`config.mk`:
```
export PLATFORM = sky130hd
export DESIGN_NAME = pm_scan_sequencer_flat
export DESIGN_NICKNAME = d
export VERILOG_FILES = /design/src/rtl/pm_scan_sequencer_if.sv /design/src/rtl/pm_scan_sequencer.sv /design/src/flat_wrapper.sv
export SDC_FILE = /design/constraint.sdc
export NUM_CORES = 2
export LEC_CHECK = 0
export CORE_ASPECT_RATIO = 1.5
export CORE_UTILIZATION = 67
export CTS_CLUSTER_DIAMETER = 50
export DETAILED_ROUTE_END_ITERATION = 10
export GPL_ROUTABILITY_DRIVEN = 1
export GPL_TIMING_DRIVEN = 0
export PLACE_DENSITY = 0.85
export SLEW_MARGIN = 15
export SYNTH_ARGS = -nofsm -noshare
export SYNTH_HDL_FRONTEND = slang
export SYNTH_SLANG_ARGS = --single-unit
```
`constraint.sdc`:
```
create_clock -name clock -period 8.6 [get_ports clock]
set_clock_uncertainty 0.2 [all_clocks]
set_input_delay 2.15 -clock clock [delete_from_list [all_inputs] [get_ports clock]]
set_output_delay 2.15 -clock clock [all_outputs]
set_load 0.01 [all_outputs]
```
`src/rtl/pm_scan_sequencer_if.sv`:
```
// ADC mux/conversion handshake and threshold-programming bus of the power-monitor scan sequencer.
// The master side is the sequencer; the slave side is the ADC front end plus the register host.
interface pm_scan_sequencer_if #(
    parameter int AdcWidth = 12
);
    logic                adc_soc;
    logic [4:0]          mux_sel;
    logic                adc_eoc;
    logic [AdcWidth-1:0] adc_data;
    logic                thr_wr;
    logic [4:0]          thr_addr;
    logic [1:0]          thr_sel;
    logic [AdcWidth-1:0] thr_data;

    modport master (
        output adc_soc, mux_sel,
        input  adc_eoc, adc_data, thr_wr, thr_addr, thr_sel, thr_data
    );

    modport slave (
        input  adc_soc, mux_sel,
        output adc_eoc, adc_data, thr_wr, thr_addr, thr_sel, thr_data
    );
endinterface

```
`src/rtl/pm_scan_sequencer.sv`:
```
// Round-robin power-monitor scan: settle the ADC mux, start a conversion, capture the result
// and check it against per-rail fault/warn windows, raising pgood, sticky faults and eoc.
module pm_scan_sequencer #(
    parameter int NumConverters = 8,
    parameter int AdcWidth      = 12,
    parameter int SettleCycles  = 4,
    parameter int TimeoutCycles = 255
) (
    input  logic                       clock,
    input  logic                       reset,
    input  logic                       enable,
    input  logic                       clear_faults,
    pm_scan_sequencer_if.master        bus,
    output logic                       busy,
    output logic [31:0]                pgood_bus,
    output logic [31:0]                fault_status,
    output logic                       fault,
    output logic                       warn,
    output logic                       eoc
);
    typedef enum logic [2:0] {IDLE, SETTLE, START, WAIT, COMPARE} state_t;

    localparam logic [4:0]          LastRail    = 5'(NumConverters - 1);
    localparam logic [5:0]          RailCount   = 6'(NumConverters);
    localparam logic [7:0]          SettleLast  = 8'(SettleCycles - 1);
    localparam logic [15:0]         TimeoutLast = 16'(TimeoutCycles - 1);
    localparam logic [AdcWidth-1:0] AllOnes     = '1;

    state_t              state;
    logic [4:0]          rail_ptr;
    logic [7:0]          settle_cnt;
    logic [15:0]         timeout_cnt;
    logic                timed_out;
    logic [AdcWidth-1:0] sample;
    logic [31:0]         warn_bits;
    logic                rail_fault;
    logic                rail_warn;
    logic [31:0]         rail_onehot;

    // Entries at or above NumConverters are never written and stay at their reset values.
    logic [AdcWidth-1:0] ov_fault [32];
    logic [AdcWidth-1:0] uv_fault [32];
    logic [AdcWidth-1:0] ov_warn  [32];
    logic [AdcWidth-1:0] uv_warn  [32];

    always_ff @(posedge clock) begin
        if (reset) begin
            for (int i = 0; i < 32; i++) begin
                ov_fault[i] <= AllOnes;
                uv_fault[i] <= '0;
                ov_warn[i]  <= AllOnes;
                uv_warn[i]  <= '0;
            end
        end else if (bus.thr_wr && ({1'b0, bus.thr_addr} < RailCount)) begin
            case (bus.thr_sel)
                2'd0:    ov_fault[bus.thr_addr] <= bus.thr_data;
                2'd1:    uv_fault[bus.thr_addr] <= bus.thr_data;
                2'd2:    ov_warn[bus.thr_addr]  <= bus.thr_data;
                default: uv_warn[bus.thr_addr]  <= bus.thr_data;
            endcase
        end
    end

    // A timed-out conversion is a fault but never a warning.
    always_comb begin
        rail_onehot = 32'd1 << rail_ptr;
        rail_fault  = 1'b1;
        rail_warn   = 1'b0;
        if (!timed_out) begin
            rail_fault = (sample > ov_fault[rail_ptr]) || (sample < uv_fault[rail_ptr]);
            rail_warn  = (sample > ov_warn[rail_ptr])  || (sample < uv_warn[rail_ptr]);
        end
    end

    always_ff @(posedge clock) begin
        if (reset) begin
            state        <= IDLE;
            rail_ptr     <= '0;
            settle_cnt   <= '0;
            timeout_cnt  <= '0;
            timed_out    <= 1'b0;
            sample       <= '0;
            bus.adc_soc  <= 1'b0;
            eoc          <= 1'b0;
            pgood_bus    <= '0;
            fault_status <= '0;
            warn_bits    <= '0;
        end else begin
            eoc <= 1'b0;
            // A fault found in the same cycle as a clear survives the clear.
            if (clear_faults) begin
                fault_status <= (state == COMPARE && rail_fault) ? rail_onehot : 32'd0;
            end else if (state == COMPARE && rail_fault) begin
                fault_status <= fault_status | rail_onehot;
            end

            case (state)
                IDLE: begin
                    settle_cnt <= '0;
                    if (enable) begin
                        state <= SETTLE;
                    end
                end
                SETTLE: begin
                    if (settle_cnt == SettleLast) begin
                        state       <= START;
                        bus.adc_soc <= 1'b1;
                    end else begin
                        settle_cnt <= settle_cnt + 8'd1;
                    end
                end
                START: begin
                    bus.adc_soc <= 1'b0;
                    timeout_cnt <= '0;
                    state       <= WAIT;
                end
                WAIT: begin
                    if (bus.adc_eoc) begin
                        sample    <= bus.adc_data;
                        timed_out <= 1'b0;
                        state     <= COMPARE;
                    end else if (timeout_cnt == TimeoutLast) begin
                        timed_out <= 1'b1;
                        state     <= COMPARE;
                    end else begin
                        timeout_cnt <= timeout_cnt + 16'd1;
                    end
                end
                COMPARE: begin
                    pgood_bus[rail_ptr] <= !rail_fault;
                    warn_bits[rail_ptr] <= rail_warn;
                    settle_cnt          <= '0;
                    if (rail_ptr == LastRail) begin
                        rail_ptr <= '0;
                        eoc      <= 1'b1;
                    end else begin
                        rail_ptr <= rail_ptr + 5'd1;
                    end
                    state <= enable ? SETTLE : IDLE;
                end
                default: state <= IDLE;
            endcase
        end
    end

    assign bus.mux_sel = rail_ptr;
    assign busy        = (state != IDLE);
    assign fault       = |fault_status;
    assign warn        = |warn_bits;
endmodule
```
`src/flat_wrapper.sv`:
```
// flat-port wrapper written by rule: the top's interface ports become plain ports
module pm_scan_sequencer_flat 
#(
    parameter int NumConverters = 8,
    parameter int AdcWidth      = 12,
    parameter int SettleCycles  = 4,
    parameter int TimeoutCycles = 255
)
  (clock, reset, enable, clear_faults, busy, pgood_bus, fault_status, fault, warn, eoc, bus_adc_soc, bus_mux_sel, bus_adc_eoc, bus_adc_data, bus_thr_wr, bus_thr_addr, bus_thr_sel, bus_thr_data);
  pm_scan_sequencer_if #(.AdcWidth(AdcWidth)) bus_i ();
  input  logic clock;
  input  logic reset;
  input  logic enable;
  input  logic clear_faults;
  output logic busy;
  output logic [31:0] pgood_bus;
  output logic [31:0] fault_status;
  output logic fault;
  output logic warn;
  output logic eoc;
  output wire logic [$bits(bus_i.adc_soc)-1:0] bus_adc_soc;
  output wire logic [$bits(bus_i.mux_sel)-1:0] bus_mux_sel;
  input wire logic [$bits(bus_i.adc_eoc)-1:0] bus_adc_eoc;
  input wire logic [$bits(bus_i.adc_data)-1:0] bus_adc_data;
  input wire logic [$bits(bus_i.thr_wr)-1:0] bus_thr_wr;
  input wire logic [$bits(bus_i.thr_addr)-1:0] bus_thr_addr;
  input wire logic [$bits(bus_i.thr_sel)-1:0] bus_thr_sel;
  input wire logic [$bits(bus_i.thr_data)-1:0] bus_thr_data;
  assign bus_adc_soc = bus_i.adc_soc;
  assign bus_mux_sel = bus_i.mux_sel;
  assign bus_i.adc_eoc = bus_adc_eoc;
  assign bus_i.adc_data = bus_adc_data;
  assign bus_i.thr_wr = bus_thr_wr;
  assign bus_i.thr_addr = bus_thr_addr;
  assign bus_i.thr_sel = bus_thr_sel;
  assign bus_i.thr_data = bus_thr_data;
  pm_scan_sequencer #(.NumConverters(NumConverters), .AdcWidth(AdcWidth), .SettleCycles(SettleCycles), .TimeoutCycles(TimeoutCycles)) u_core (.clock(clock), .reset(reset), .enable(enable), .clear_faults(clear_faults), .bus(bus_i), .busy(busy), .pgood_bus(pgood_bus), .fault_status(fault_status), .fault(fault), .warn(warn), .eoc(eoc));
endmodule
```
# [After elaboration in Yosys (flattened, before gate mapping)]
# Memories as Yosys holds them, arrays and structs flattened. A register that Yosys moved wholly into a read port is not among the register bits.
# Index checks and enable logic that the tools add are counted.
[word_totals] output_inout_bits=74 elab_cells=136 ff_bits=143 mem_count=4 mem_bits_ro=0 latchBits=0 mem_bits_rw=1536
[op_classes] eq_ne=15 shift=1 order_cmp=7 bitwise_logic=2 muxes=64 multipliers=0 reduce_logical=29 n_div=0 addsub=3
[mem_list] name="u_core.ov_fault" words=32 word_bits=12 rd=1 rd_ports_with_merged_regs=1 wr=32 line="pm_scan_sequencer.sv:41" text="logic [AdcWidth-1:0] ov_fault [32];"
[mem_list] name="u_core.ov_warn" words=32 word_bits=12 rd=1 rd_ports_with_merged_regs=1 wr=32 line="pm_scan_sequencer.sv:43" text="logic [AdcWidth-1:0] ov_warn [32];"
[mem_list] name="u_core.uv_fault" words=32 word_bits=12 rd=1 rd_ports_with_merged_regs=1 wr=32 line="pm_scan_sequencer.sv:42" text="logic [AdcWidth-1:0] uv_fault [32];"
[mem_list] name="u_core.uv_warn" words=32 word_bits=12 rd=1 rd_ports_with_merged_regs=1 wr=32 line="pm_scan_sequencer.sv:44" text="logic [AdcWidth-1:0] uv_warn [32];"
[ops] operator="32-bit two-way mux" n=3
[ops] operator="5-bit two-way mux" n=13
[ops] operator="32-bit bitwise mux" n=2
[ops] operator="32-bit OR reduction" n=2
[ops] operator="12-bit two-way mux" n=4
[ops] operator="12-bit OR reduction" n=4
[ops] operator="16-bit two-way mux" n=2
[ops] operator="32-bit OR" n=1
[ops] operator="16-bit case mux with 2 select lines" n=1
[ops] operator="1-bit by 5-bit left shift with 32-bit output, first input constant" n=1
[ops] operator="1-bit two-way mux" n=30
[ops] operator="12-bit > comparator" n=2
[ops] operator="12-bit less-than comparator" n=2
[ops] operator="16-bit by 1-bit adder with 16-bit output, second input constant" n=1
[ops] operator="16-bit by 8-bit equality test with 1-bit output, second input constant" n=1
[ops] operator="8-bit case mux with 2 select lines" n=1
[ops] operator="3-bit case mux with 5 select lines" n=1
[ops] operator="3-bit two-way mux" n=4
[ops] operator="2-bit nonzero test" n=5
[ops] operator="8-bit by 1-bit adder with 8-bit output, second input constant" n=1
[ops] operator="8-bit by 2-bit equality test with 1-bit output, second input constant" n=1
[ops] operator="8-bit two-way mux" n=1
[ops] operator="2-bit != test, second input constant" n=4
[ops] operator="2-bit AND reduction" n=4
[ops] operator="24 further kinds" n=30

# [Logic depth before layout (Yosys ltp)]
[logic_depth] word_depth=8 depth_mapped=18

# [Worst setup path before layout]
# Ideal clock, no wire load.
[synth_timing] path_kind="reg-to-reg" startpoint="register with a tool-made name" endpoint="register u_core.warn_bits[0]" required_ns=8.254 period_less_slack_ns=4.494 path_stages_with_launch=15 path_slack_ns=4.106 t_arrival_ns=4.148 setup_time_ns=0.146 cell_sequence="dfxtp_1 buf_2 clkbuf_1 buf_1 mux4_2 mux4_2 mux2i_1 ha_1 nor2b_1 o211ai_1 a21boi_0 o41a_1 a311oi_2 buf_6 a211oi_2"
[synth_rtl] element="end signal: indexed assignment" line="pm_scan_sequencer.sv:131" text="warn_bits[rail_ptr] <= rail_warn;"
[synth_rtl] element="end: declaration" line="pm_scan_sequencer.sv:35" text="logic [31:0] warn_bits;"

==> metrics.md <==
| Metric | Value |
|---|---|
| Status | finished clean |
| Crit. End Element | flop |
| Minimum clock period | 7.62 ns |
| Design Area, Final | 80900 um^2 |
| Area share of the largest cell type after synthesis | 67.0% |
| Root Buffer | clkbuf_16 |
| CTS buffer count | 149 |
| Final wirelength | 194000 um |
| Sequential area share after synthesis | 71.3% |
| Count of nets after finishing | 5179 |
| Final global-route overflow total | 0 |
| DIE AREA | ~100000 um^2 |
| Post-synthesis compound-gate area fraction | 2.78% |
| Routed Antenna Nets | 0 |
| Met1 usage | 40.4% |
| Initial antenna violation count | 13 |
| Cells after DPL | 6241 |
| DR WL/cell | 29.7 um |
| RSZ-0062 raised after global routing | false |
| Peak VDD IR | 180 uV |
| Xor-xnor portion of the synthesized cell area | less than 1% |
| Critical path class | reg2reg |
| First-pass detailed-route iteration total | 6 |
| Synth Cell Area | 68800 um^2 |
| DRT iter0 DRCs | 4753 |
| H-Tree Depth | 4 |
| Dpl cell area | 75900 um^2 |
| Most common cell in the netlist | edfxtp_1 |
| Max_cap viols | 0 |
| Fmax | 0.131 GHz |
| Worst Tran Pin Value | 1.28 ns |
| Vias in the first global route | 41500 |
| IO Pins | 111 |
| Main combinational cell family by area after synthesis | multiplexers |
| Core Rows | 143 |
| Routability congestion estimate | 1.01 |
| Dpl ws | 1.39 ns |
| Adder-Cell Fraction of Synth Area | 1.00% |
| Global-route layer with the greatest usage | met2 |
| Post-route setup slack | around 1 ns |
| Die Y | 395 um |
| Final setup TNS | 0 ns |
| Layout area overhead | 17.5% |
| Initial core utilization | about two thirds |
| Leak Pwr | ~0.029 uW |
| Count of cell types in the netlist | 63 |
| Post-CTS setup buffer count | 0 |
| Mux cell area share after synthesis | 16.3% |
| Cells after Synth | 3675 |
| Grt met3 use | 10.1% |
| Max Slew Vio Count | 0 |
| Synth area leaders | edfxtp_1 (67%), mux4_2 (15%), dfxtp_1 (4.3%), and2_1 (1.8%), clkbuf_1 (1.5%) |
| Via density | 6.14 |
| WP data arrival | 8.08 ns |
| Hold Path Class | reg2reg |
| Post-layout util | 79.6% |
| Post-cts hold buffer count | 0 |
| Post-synth top cells | edfxtp_1 (1536), mux4_2 (468), clkbuf_1 (276), and2_1 (195), dfxtp_1 (148) |
| Worst EP required | 9.05 ns |
| Mean post-synth cell area | ~19 um^2 |
| Layout cells sized above 1 | roughly 18% |
| Dpl hpwl | approximately 130000 um |
| Largest net degree at the start of global routing | 18 |
| Crit share post-route | 88.6% |
| Pwr/cell area | 214 nW/um^2 |
| Worst skew pair latency | approximately 0.81 ns |
| Clock-pin slew on the worst setup and hold paths | 0.06 ns |
| Synth Area in Simple Gates | 6.11% |
| Top FF cell, synth | edfxtp_1 |
| Placeable Area | slightly above 100000 um^2 |
| CTS tree | done |
| Fin. Hold Viols | 0 |
| Port bufs | 110 |
| Post-CTS resize count | 0 |
| YS warnings | 0 |
| Async SR Flop Fraction | 0% |
| #FFs+latches synth | 1684 |
| Yosys top cell by area | edfxtp_1 |
| Fin cells | 6515 |
| Slew headroom | 14.4% |
| Met2 usage | 64.5% |
| Via Count | around 40000 |
| Clock Sinks | 1684 |
| Drt drc | 0 |
| First-pass GRT wire length | 276000 um |
| CP Launch Type | flop |
| Number of enable flip-flop cells after synthesis | 1536 |
| Setup violations, final | 0 |
| Die X | 264 um |
| CTS max path bufs | 3 |
| CP Max Fanout | 10 |
| Overall routing resource usage | 38.2% |
==> flip-flops by register name (all words and copies together), names as in the netlist, 3 cells and up, named ones only <==
name                 flops
u_core.uv_warn         384
u_core.settle_cnt        8
u_core.warn_bits        32
u_core.ov_warn         384
u_core.timeout_cnt      16
u_core.sample           12
u_core.state             3
u_core.bus.mux_sel       5
u_core.fault_status     32
u_core.pgood_bus        32
u_core.uv_fault        384
u_core.ov_fault        384
==> where the power goes <==
group          leakage (uW)  total (uW)  internal (uW)  switching (uW)
logic               0.00986         767            257             510
clock network       0.00242        6850           3770            3090
registers            0.0162        9710           9520             191
==> worst max-delay path, stage by stage, from the launching register on <==
cell	delay, ns
dfxtp_1	0.42
buf_6	0.21
buf_12	0.18
buf_2	0.41
buf_2	0.50
clkbuf_1	0.77
buf_2	0.46
mux4_2	0.37
mux4_2	0.55
mux2i_1	0.33
ha_1	0.33
a211oi_1	0.22
o21ai_0	0.11
a221oi_1	0.88
nand2_1	0.34
clkbuf_1	0.35
clkbuf_1	0.33
o2111ai_1	0.36
a21oi_1	0.11
==> final cells by class <==
class	instances	area, um^2
sequential	1684	49100
multi-input combinational	2765	22600
fill	5018	20800
clock buffer	187	3960
tap	1305	1630
buffer	357	1470
timing repair buffer	111	1110
clock inverter	85	956
inverter	19	71.3
antenna	2	5.00
==> final timing paths <==
| path | end | cells after the start | slack (ns) | startpoint |
|---|---|---|---|---|
| hold reg to reg | u_core.pgood_bus[30] | 2 | 0.26 | u_core.pgood_bus[30] |
| setup / recovery | u_core.pgood_bus[30] | 18 | 0.98 | flop |
| setup reg to reg | u_core.pgood_bus[30] | 18 | 0.98 | flop |
| hold / removal | u_core.pgood_bus[30] | 2 | 0.26 | u_core.pgood_bus[30] |
==> cell families (layout without fill, tap and decap cells) <==
logic type               count (synthesis)  after routing
buffers and inverters                  376            759
multiplexers                           534            534
AO/OA/AOI/OAI                          245            245
other                                    2           1154
XOR/XNOR                                20             20
adder cells (fa/ha/maj)                 55             55
flip-flops                            1684           1684
AND/OR/NAND/NOR                        759            759
==> through the flow <==
stage	power, uW	hold WS, ns
floorplan	10200	0.256
global placement	10500	0.241
detailed placement	10500	0.246
CTS	17200	0.255
global route	17700	0.270
finish	17300	0.256
==> routing by layer <==
metal | up-vias | wire length [um]
met5 | - | 91
met4 | 14 | 18400
met3 | 826 | 19000
met2 | 2850 | 97400
met1 | 19900 | 58800
li1 | 16300 | -
==> cells in the final DEF, fill, tap and decap left out, drive strengths merged, types with 16 or more instances in the layout <==
cell type,netlist,final
nor2,138,138
nand3,37,37
nand2,73,73
clkdlybuf4s50,0,110
edfxtp,1536,1536
mux2i,64,64
conb,2,1152
o21ai,30,30
a21oi,58,58
a22o,16,16
dfxtp,148,148
clkbuf,276,467
a32o,17,17
or3,99,99
nor4,19,19
inv,18,32
and3,16,16
and2,196,196
ha,55,55
o2111ai,30,30
clkinv,1,55
a211oi,46,46
mux4,469,469
or2,115,115
buf,81,78
No activity file was read; power rests on OpenSTA's default activity.
